[src/rtl/axioma_mul_unit.sv]
// Iterative shift-add multiplier for the AVR MUL/MULS/MULSU/FMUL/FMULS/FMULSU family.
// Signed modes are built only when AXIOMA_MUL_SIGNED_EN is defined; otherwise they report op_err.
module axioma_mul_unit #(
    parameter int WIDTH          = 8,
    parameter int BITS_PER_CYCLE = 4
) (
    input  logic                 clk,
    input  logic                 reset_n,
    input  logic                 start,
    input  logic [2:0]           op,
    input  logic [WIDTH-1:0]     operand_a,
    input  logic [WIDTH-1:0]     operand_b,
    output logic                 busy,
    output logic                 done,
    output logic [2*WIDTH-1:0]   result,
    output logic                 flag_c_out,
    output logic                 flag_z_out,
    output logic                 op_err,
    output logic [1:0]           state_dbg
);

    localparam int PW = 2 * WIDTH;
    localparam int N  = WIDTH / BITS_PER_CYCLE;
    localparam int CW = (N > 1) ? $clog2(N) : 1;
    localparam logic [CW-1:0] LAST_CNT = CW'(N - 1);

    // Handshake: start is accepted on a rising edge whenever the unit is not in CALC
    // (IDLE or DONE); done pulses for one cycle when result/flags/op_err are refreshed.
    typedef enum logic [1:0] {
        S_IDLE = 2'd0,
        S_CALC = 2'd1,
        S_DONE = 2'd2
    } state_t;

    state_t                    state, state_nxt;
    logic [2:0]                op_q;
    logic [PW-1:0]             a_q;
    logic [PW-1:0]             acc;
    logic [WIDTH-1:0]          b_q;
    logic [CW-1:0]             cnt;
    logic                      load;
    logic                      last;
    logic [BITS_PER_CYCLE-1:0] chunk;
    logic [PW-1:0]             a_ext;
    logic [PW-1:0]             pp;
    logic [PW-1:0]             r_fin;
    logic                      err;

    assign load      = start && (state != S_CALC);
    assign last      = (cnt == LAST_CNT);
    assign chunk     = b_q[BITS_PER_CYCLE-1:0];
    assign r_fin     = op_q[2] ? {acc[PW-2:0], 1'b0} : acc;
    assign state_dbg = state;

`ifdef AXIOMA_MUL_SIGNED_EN
    // A signed multiplier's top chunk carries negative weight: subtract 2^BPC * A when its MSB is set.
    always_comb begin
        a_ext = {{WIDTH{1'b0}}, operand_a};
        if (op[1:0] == 2'b01 || op[1:0] == 2'b10)
            a_ext = {{WIDTH{operand_a[WIDTH-1]}}, operand_a};
        pp = a_q * {{(PW-BITS_PER_CYCLE){1'b0}}, chunk};
        if (op_q[1:0] == 2'b01 && last && chunk[BITS_PER_CYCLE-1])
            pp = pp - (a_q << BITS_PER_CYCLE);
        err = (op_q[1:0] == 2'b11);
    end
`else
    always_comb begin
        a_ext = {{WIDTH{1'b0}}, operand_a};
        pp    = a_q * {{(PW-BITS_PER_CYCLE){1'b0}}, chunk};
        err   = (op_q[1:0] != 2'b00);
    end
`endif

    always_comb begin
        state_nxt = state;
        case (state)
            S_IDLE:  if (start) state_nxt = S_CALC;
            S_CALC:  if (last)  state_nxt = S_DONE;
            S_DONE:  state_nxt = start ? S_CALC : S_IDLE;
            default: state_nxt = S_IDLE;
        endcase
    end

    always_ff @(posedge clk or negedge reset_n) begin
        if (!reset_n) state <= S_IDLE;
        else          state <= state_nxt;
    end

    always_ff @(posedge clk or negedge reset_n) begin
        if (!reset_n) begin
            op_q <= '0;
            a_q  <= '0;
            b_q  <= '0;
            acc  <= '0;
            cnt  <= '0;
        end else if (load) begin
            op_q <= op;
            a_q  <= a_ext;
            b_q  <= operand_b;
            acc  <= '0;
            cnt  <= '0;
        end else if (state == S_CALC) begin
            acc  <= acc + pp;
            a_q  <= a_q << BITS_PER_CYCLE;
            b_q  <= b_q >> BITS_PER_CYCLE;
            cnt  <= cnt + CW'(1);
        end
    end

    // Outputs are refreshed on the edge that leaves DONE, so done follows edge E+N+1.
    always_ff @(posedge clk or negedge reset_n) begin
        if (!reset_n) begin
            busy       <= 1'b0;
            done       <= 1'b0;
            result     <= '0;
            flag_c_out <= 1'b0;
            flag_z_out <= 1'b0;
            op_err     <= 1'b0;
        end else begin
            busy <= (state_nxt == S_CALC);
            done <= (state == S_DONE);
            if (state == S_DONE) begin
                if (err) begin
                    result     <= '0;
                    flag_c_out <= 1'b0;
                    flag_z_out <= 1'b1;
                    op_err     <= 1'b1;
                end else begin
                    result     <= r_fin;
                    flag_c_out <= acc[PW-1];
                    flag_z_out <= (r_fin == '0);
                    op_err     <= 1'b0;
                end
            end
        end
    end

endmodule

[config.mk]
export PLATFORM = sky130hd
export DESIGN_NAME = axioma_mul_unit
export DESIGN_NICKNAME = d
export VERILOG_FILES = /design/src/rtl/axioma_mul_unit.sv
export SDC_FILE = /design/constraint.sdc
export NUM_CORES = 1
export LEC_CHECK = 0
export ABC_AREA = 0
export CAP_MARGIN = 20
export CORE_MARGIN = 3
export CORE_UTILIZATION = 58
export DETAILED_ROUTE_END_ITERATION = 8
export GPL_ROUTABILITY_DRIVEN = 0
export PLACE_DENSITY_LB_ADDON = 0.25
export SYNTH_ARGS = -nofsm -noshare
export SYNTH_HDL_FRONTEND = slang
export SYNTH_SLANG_ARGS = --single-unit
[constraint.sdc]
create_clock -name clk -period 5.3 [get_ports clk]
set_clock_uncertainty 0.15 [all_clocks]
set_input_delay 0.53 -clock clk [delete_from_list [all_inputs] [get_ports clk]]
set_output_delay 0.53 -clock clk [all_outputs]
set_load 0.03 [all_outputs]
==> flow_metrics.env, run 1 <==
export IMPL_outcome="complete, no violations"
export IMPL_start_util_pct=61.00
export IMPL_fp_dieW_um=97.31
export IMPL_p_leak_nw=2.669
export IMPL_maxCapViolCount=0
export IMPL_finalSetupViolations=0
export IMPL_cp_max_fo=16
export IMPL_synth_cell_type_count=43
export IMPL_fmax_mhz=237.3
export IMPL_die_y_um=97.31
export IMPL_clk_path_buf_depth=2
export IMPL_r2r_slack_ps=1090
export IMPL_syn_cell_area_sq_um=4836
export IMPL_critPathMaxStageDelay_ps=580
export IMPL_netlist_instances=514
export IMPL_antenna_found_initial=0
export IMPL_path_class="register to register"
export IMPL_port_buffers=44
export IMPL_cp_common_cell="fa_1"
export IMPL_hpwlAfterDp_um=7039
export IMPL_io_pins=45
export IMPL_ys_top_cells_by_count="inv_1, dfrtp_1, nand2_1"
export IMPL_postRouteAntennaNets=0
export IMPL_drc=0
export IMPL_wl_per_cell_um=14.26
export IMPL_finalNetCount=628
export IMPL_die_area_sq_um=9469
export IMPL_fin_crit_sh_pct=79.50
export IMPL_synthFlopType="dfrtp_1"
export IMPL_setup_tns_ps=0
export IMPL_ys_ff_latch=67
export IMPL_vias_per_cell=5.335
export IMPL_min_period_ps=4213
export IMPL_grt_pass1_wl_um=17110
export IMPL_end_kind="register"
export IMPL_grt_pass1_vias=3717
export IMPL_hold_path_class="input port to asynchronous set/reset pin"
export IMPL_drt_first_iter_violations=108
export IMPL_worst_path_max_delay_cell="dfrtp_1"
export IMPL_cp_required_ps=5390
export IMPL_hold_viol=0
export IMPL_critPathArrivalTime_ps=4300
export IMPL_crit_buf_inv=2
export IMPL_drt_wl_total_um=9354
export IMPL_seq_area_frac_synth_pct=34.67
export IMPL_cts_made_buffers=9
export IMPL_synth_net_count=593
export IMPL_postCtsHoldBufs=0
export IMPL_rsz0062_at_grt="no"
export IMPL_grt_max_degree=68
export IMPL_area_growth_pct=15.03
export IMPL_synth_top_area_share_pct=34.67
export IMPL_cp_depth=13
export IMPL_cts_max_level=3
export IMPL_finalMaxSlewViolations=0
export IMPL_final_layout_size_suffix_gt1_share_pct=5.054
export IMPL_clkTransAtPathRegs_ps=80
export IMPL_dp_slack_ps=1106
export IMPL_core_area_sq_um=7928
export IMPL_synth_async_sr_flop_share_pct=100.0
export IMPL_synth_edf_count=0
export IMPL_reg2regPathDepth=13
export IMPL_tightest_slew_ps=963.6
export IMPL_num_vias=3500
export IMPL_num_rows=32
export IMPL_slew_headroom_pct=35.76
export IMPL_ys_warn_count=0
export IMPL_cp_start_kind="register"
export IMPL_yosys_area_top_type="dfrtp_1"
export IMPL_clk_latency_ps=350
export IMPL_grt_total_usage_pct=21.91
export IMPL_path_cells="and2_1, fa_1, fa_1, inv_1, fa_1, inv_1, ha_1, o21a_1, o31a_1, o21ai_0, a211oi_1, or3_1, a31o_2"
export IMPL_postCtsResizedCells=0
export IMPL_avgSynthCellArea_sq_um=9.408
export IMPL_cts_sinks=67
export IMPL_cts_setup_buffers=0
export IMPL_critPathTopFamily="adder cells"
export IMPL_grt_ovfl_total=0
export IMPL_whs_ps=205.2
export IMPL_diodes=0
export IMPL_cts_tree="yes"
export IMPL_peakVddDrop_uv=252.9
export IMPL_yosysMostFrequentCell="inv_1"
export IMPL_synthTopCellsByArea="dfrtp_1, fa_1, and2_1"
export IMPL_drt_pre_antenna_iters=4
export IMPL_p_per_area_nw_per_um2=599.7
export IMPL_cts_root_buffer="clkbuf_8"
export IMPL_fin_ws_ps=1087
[sequential cells by signal, summed over array words and instances, names as in the netlist]
name and count:
flag_z_out 1, op_err 1, acc 16, b_q 8, flag_c_out 1, state_dbg 2
busy 1, cnt 1, a_q 16, done 1, result 16, op_q 3
[kinds of logic after synthesis]
family          synth area share [%]
simple gates                   16.66
mux                            7.115
compound gates                 11.15
flops                          34.67
fa+ha+maj                      20.65
xor+xnor                       2.354
buf+inv                        7.400
[stage by stage]
step | instance area, sq um | utilization [%] | power [mW] | cells
finish | 5563 | 70.17 | 3.336 | 656
global route | 5563 | 70.17 | 3.703 | 656
CTS | 5563 | 70.17 | 3.365 | 656
detailed placement | 5336 | 67.31 | 2.871 | 640
global placement | 5336 | 67.31 | 2.784 | 640
floorplan | 4836 | - | 2.368 | 514
[layout by cell type (no fill, tap or decap), types with 3 or more instances in the layout]
cell and instances:
a211oi_1 4, a21o_1 3, a31o_2 3, and2_1 50, buf_4 3, clkbuf_8 10, clkdlybuf4s50_1 43, dfrtp_1 67
fa_1 38, ha_1 19, inv_1 72, mux2_2 3, mux2i_1 31, nand2_1 56, nand2b_1 6, nand3_1 11
nor2_1 17, nor3_1 4, nor4_1 4, o21a_1 6, o21ai_0 53, o21bai_1 3, o31ai_1 4, or3_1 3
xnor2_1 11
[worst paths after layout]
path	end	start
setup / recovery	acc[9]	b_q[1]
hold / removal	result[2]	reset_n
setup reg to reg	acc[9]	b_q[1]
hold reg to reg	result[6]	result[6]
max in group asynchronous	acc[10]	reset_n
min in group clk	result[6]	result[6]
[worst reg2reg max path, cell delays in order (launching register included)]
cell and delay, ps:
dfrtp_1 580, and2_1 210, fa_1 440, fa_1 540, inv_1 50, fa_1 500, inv_1 50, ha_1 330
o21a_1 200, o31a_1 130, o21ai_0 240, a211oi_1 130, or3_1 320, a31o_2 250
[layout make-up]
class                           instances  area [sq um]
Sequential cell                        67          1677
Clock buffer                           10         137.6
Fill cell                             632          2365
Timing Repair Buffer                   47         457.9
Clock inverter                          6         88.84
Multi-Input combinational cell        352          2804
Inverter                               72         270.3
Tap cell                              102         127.6
[layer usage]
metal  track usage (%)  routed length (um)
met5                 0                   0
met3             3.805                 448
met4             7.561                  45
met2             37.31                4467
met1             28.40                4392
[report_power, final]
| part | internal [mW] | switching [mW] | total, mW |
|---|---|---|---|
| sequential | 0.719 | 0.257 | 0.975 |
| clock | 0.278 | 0.210 | 0.487 |
| combinational | 0.823 | 1.05 | 1.87 |
Power figures use the tool's default switching activity.
==> run 2: changes to the inputs <==
- clock period: 5.3 -> 4.15 ns (I/O delays scaled with it)
==> flow_metrics.env, run 2 (synthesis gave the netlist of run 1 again) <==
export IMPL_grt_pass1_vias=3653
export IMPL_min_period_ps=4067
export IMPL_grt_ovfl_total=0
export IMPL_finalPower_mw=4.675
export IMPL_fp_dieW_um=97.31
export IMPL_wl_per_cell_um=15.50
export IMPL_clockPowerShare_pct=13.4
export IMPL_reg_top3="a_q (16), acc (16), result (16)"
export IMPL_critPathArrivalTime_ps=4160
export IMPL_dp_slack_ps=27.14
export IMPL_maxCapViolCount=0
export IMPL_vias_per_cell=5.528
export IMPL_io_pins=45
export IMPL_cts_sinks=67
export IMPL_p_comb_share_pct=60.0
export IMPL_hold_viol=0
export IMPL_grt_max_degree=38
export IMPL_path_cells="and2_1, fa_1, fa_1, inv_1, fa_1, inv_1, ha_4, o21a_1, o31a_1, o31a_1, o21a_1, o21a_1, o31ai_1"
export IMPL_clk_path_buf_depth=2
export IMPL_fin_util_pct=73.25
export IMPL_die_y_um=97.31
export IMPL_outcome="complete, no violations"
export IMPL_drt_first_iter_violations=139
export IMPL_whs_ps=336.0
export IMPL_cts_made_buffers=9
export IMPL_num_vias=3698
export IMPL_start_util_pct=61.00
export IMPL_finalNetCount=642
export IMPL_p_leak_nw=2.726
export IMPL_layout_common_cells="inv_1, dfrtp_1, nand2_1"
export IMPL_diodes=0
export IMPL_tightest_slew_ps=1002
export IMPL_core_area_sq_um=7928
export IMPL_fmax_mhz=245.9
export IMPL_finalMaxSlewViolations=0
export IMPL_hpwlAfterDp_um=7398
export IMPL_num_rows=32
export IMPL_setup_tns_ps=0
export IMPL_final_common_cell="inv_1"
export IMPL_cp_start_kind="register"
export IMPL_postRouteAntennaNets=0
export IMPL_area_growth_pct=20.08
export IMPL_fin_ws_ps=83.18
export IMPL_hold_path_class="register to register"
export IMPL_critPathMaxStageDelay_ps=540
export IMPL_drt_wl_total_um=10370
export IMPL_end_kind="register"
export IMPL_cts_max_level=3
export IMPL_clkTransAtPathRegs_ps=80
export IMPL_p_int_mw=2.556
export IMPL_p_sw_mw=2.119
export IMPL_die_area_sq_um=9469
export IMPL_finalSetupViolations=0
export IMPL_drc=0
export IMPL_final_layout_size_suffix_gt1_share_pct=10.76
export IMPL_port_buffers=44
export IMPL_cts_tree="yes"
export IMPL_cts_root_buffer="clkbuf_8"
export IMPL_swShare_pct=45.33
export IMPL_peakVddDrop_uv=355.4
export IMPL_path_class="register to register"
export IMPL_grt_pass1_wl_um=17330
export IMPL_p_per_area_nw_per_um2=805.1
export IMPL_drt_pre_antenna_iters=4
export IMPL_slew_headroom_pct=33.22
export IMPL_clk_latency_ps=350
export IMPL_cp_required_ps=4240
export IMPL_fin_crit_sh_pct=98.00
export IMPL_grt_total_usage_pct=22.45
export IMPL_antenna_found_initial=0
export IMPL_worst_path_max_delay_cell="fa_1"
export IMPL_cp_max_fo=6
export IMPL_pwr_share_seq_pct=26.6
run 2: cell count changes in the layout (fill, tap and decap cells not counted), sizes merged:
cell / delta
clkinvlp: -1
clkinv: -2
buf: +13
inv: +2
dlygate4sd3: +1
run 2: metal layers:
| layer | global-route usage (%) | share of wire, % | up-vias |
|---|---|---|---|
| met5 | 0 | 0 | - |
| met4 | 7.029 | 0.91 | 0 |
| met3 | 4.164 | 4.1 | 10 |
| met2 | 38.75 | 51 | 88 |
| met1 | 28.81 | 44 | 1823 |
| li1 | - | - | 1777 |
run 2: critical path, delay by kind of cell, from the launching register on:
family	cells	cell delay, ps
DFF	1	450
and+or+nand+nor	1	200
buffers and inverters	2	120
adders and majority gates	4	1790
AOI/OAI and AO/OA	6	1230
run 2: area by class of cell:
type	count	area, sq um
Clock buffer	10	137.6
Clock inverter	5	85.08
Fill cell	567	2121
Inverter	72	270.3
Multi-Input combinational cell	352	2920
Sequential cell	67	1685
Tap cell	102	127.6
Timing Repair Buffer	61	580.6
run 2: metrics by stage:
step	instances	cell area (sq um)
after floorplan	514	4836
after global placement	644	5366
after detailed placement	644	5366
after CTS	660	5599
after global routing	669	5807
final	669	5807
run 2: path summary, 6_finish.rpt:
| path | from | to | slack (ps) | cells past startpoint |
|---|---|---|---|---|
| max in group asynchronous | reset_n | b_q[3] | 2420 | 3 |
| worst max-delay path | a_q[1] | acc[11] | 80 | 13 |
| worst max register to register | a_q[1] | acc[11] | 80 | 13 |
| worst min register to register | result[4] | result[4] | 340 | 2 |
| min in group asynchronous | reset_n | result[1] | 470 | 2 |
| worst min-delay path | result[4] | result[4] | 340 | 2 |
run 2: repair_timing:
| item | 4_1_cts | 5_1_grt |
|---|---|---|
| endpoints found under the hold margin | 30 | 0 |
| buffers inserted | 0 | 8 |
| gates resized for setup | 0 | 30 |
| setup endpoints to repair | 0 | 6 |
| hold buffers | 1 | 0 |
run 2: power by group through the flow:
stage	registers [mW]	logic, mW	clock network (mW)
4_1_cts	1.24	2.46	0.633
5_1_grt	1.30	3.14	0.666
2_1_floorplan	1.29	1.73	0
3_3_place_gp	1.23	2.35	0
6_report	1.24	2.81	0.625
3_5_place_dp	1.25	2.45	0
==> run 3: changes to the inputs <==
- CORE_MARGIN: 3 -> default
==> flow_metrics.env, run 3 (synthesis gave the netlist of run 1 again) <==
export IMPL_outcome="complete, no violations"
export IMPL_p_int_mw=2.610
export IMPL_finalSetupViolations=0
export IMPL_hold_path_class="register to register"
export IMPL_finalNetCount=643
export IMPL_start_util_pct=61.31
export IMPL_hold_viol=0
export IMPL_cp_required_ps=4280
export IMPL_clockPowerShare_pct=15.7
export IMPL_postRouteAntennaNets=0
export IMPL_fin_crit_sh_pct=97.66
export IMPL_drt_first_iter_violations=150
export IMPL_io_pins=45
export IMPL_setup_tns_ps=0
export IMPL_path_class="register to register"
export IMPL_pwr_share_seq_pct=26.4
export IMPL_hpwlAfterDp_um=7485
export IMPL_dp_slack_ps=14.58
export IMPL_wl_per_cell_um=15.19
export IMPL_clk_path_buf_depth=2
export IMPL_maxCapViolCount=0
export IMPL_finalMaxSlewViolations=0
export IMPL_antenna_found_initial=0
export IMPL_cts_made_buffers=9
export IMPL_final_common_cell="inv_1"
export IMPL_p_leak_nw=2.754
export IMPL_drt_pre_antenna_iters=4
export IMPL_tightest_slew_ps=1008
export IMPL_port_buffers=44
export IMPL_peakVddDrop_uv=318.8
export IMPL_p_comb_share_pct=57.9
export IMPL_area_growth_pct=20.31
export IMPL_final_layout_size_suffix_gt1_share_pct=9.666
export IMPL_p_per_area_nw_per_um2=805.3
export IMPL_seqCellArea_sq_um=1685
export IMPL_cts_max_level=3
export IMPL_grt_total_usage_pct=25.97
export IMPL_core_area_sq_um=7888
export IMPL_diodes=0
export IMPL_num_vias=3667
export IMPL_p_sw_mw=2.075
export IMPL_fmax_mhz=246.7
export IMPL_vias_per_cell=5.465
export IMPL_fin_util_pct=73.76
export IMPL_multi_input_area_sq_um=2877
export IMPL_fin_ws_ps=97.30
export IMPL_cp_start_kind="register"
export IMPL_layout_common_cells="inv_1, dfrtp_1, nand2_1"
export IMPL_min_period_ps=4053
export IMPL_slew_headroom_pct=32.80
export IMPL_end_kind="register"
export IMPL_clk_latency_ps=350
export IMPL_grt_ovfl_total=0
export IMPL_die_y_um=93.31
export IMPL_clkTransAtPathRegs_ps=80
export IMPL_grt_pass1_vias=3787
export IMPL_cts_tree="yes"
export IMPL_drc=0
export IMPL_die_area_sq_um=8707
export IMPL_num_rows=32
export IMPL_grt_max_degree=33
export IMPL_critPathArrivalTime_ps=4190
export IMPL_drt_wl_total_um=10190
export IMPL_swShare_pct=44.30
export IMPL_reg_top3="a_q (16), acc (16), result (16)"
export IMPL_fp_dieW_um=93.31
export IMPL_fillerInstances=553
export IMPL_grt_pass1_wl_um=17370
export IMPL_cp_max_fo=9
export IMPL_cts_root_buffer="clkbuf_8"
export IMPL_cts_sinks=67
-- run 3: changes by cell type in the layout (fill, tap and decap cells not counted), moves of 2 or more --
| cell | previous run | this run |
|---|---|---|
| bufinv_16 | 2 | 4 |
| o21ai_1 | 3 | 6 |
| clkinv_4 | 0 | 2 |
| inv_6 | 2 | 0 |
| buf_6 | 2 | 0 |
| o21ai_2 | 2 | 0 |
| buf_4 | 13 | 15 |
-- run 3: path summary, 6_finish.rpt --
check,slack [ps],start,endpoint,depth (start not counted)
max reg2reg,100,b_q[2],acc[13],14
max in group asynchronous,2800,reset_n,b_q[2],3
min in group asynchronous,410,reset_n,acc[0],2
min,340,result[14],result[14],2
min reg2reg,340,result[14],result[14],2
max,100,b_q[2],acc[13],14
-- run 3: final cells by class --
class	instances	share of cell area, %
multi-input cells	352	49.44
inverters	72	4.645
clock buffers	10	2.194
repair buffers	62	10.19
clock inverters	6	2.366
flip-flops and latches	67	28.97
well taps	102	2.194
-- run 3: worst max-delay path, stage by stage (launching register included) --
cell and delay (ps):
dfrtp_2 460, buf_4 170, and2_1 150, fa_1 480
fa_1 540, inv_1 50, fa_1 500, inv_1 60
ha_4 270, and3_1 180, o21a_1 140, o31a_1 200
nor4_1 80, or4_1 470, nand3_1 90
-- run 3: metrics by stage --
step,hold WS (ps),power [mW],instance area [sq um],instances
floorplan,-30.59,3.025,4836,514
global route,357.0,5.098,5818,671
CTS,341.3,4.475,5678,663
detailed placement,268.8,3.729,5401,646
global placement,313.0,3.573,5366,644
finish,336.1,4.685,5818,671
-- run 3: power groups by stage --
stage	clock network (mW)	registers (mW)	logic [mW]
floorplan	0	1.29	1.73
global placement	0	1.23	2.35
detailed placement	0	1.24	2.49
CTS	0.737	1.23	2.50
global route	0.762	1.28	3.06
finish	0.734	1.24	2.71
-- run 3: layer usage --
metal | share of wire [%] | track usage, %
met5 | 0 | 0
met4 | 1.7 | 9.615
met3 | 3.5 | 3.740
met2 | 50 | 45.71
met1 | 45 | 32.50
-- run 3: repair_timing --
action,4_1_cts,5_1_grt
pin swaps,0,4
hold endpoints to repair,19,0
gates resized for setup,1,18
buffers inserted,0,8
hold buffers,1,0
endpoints found under the setup margin,1,6
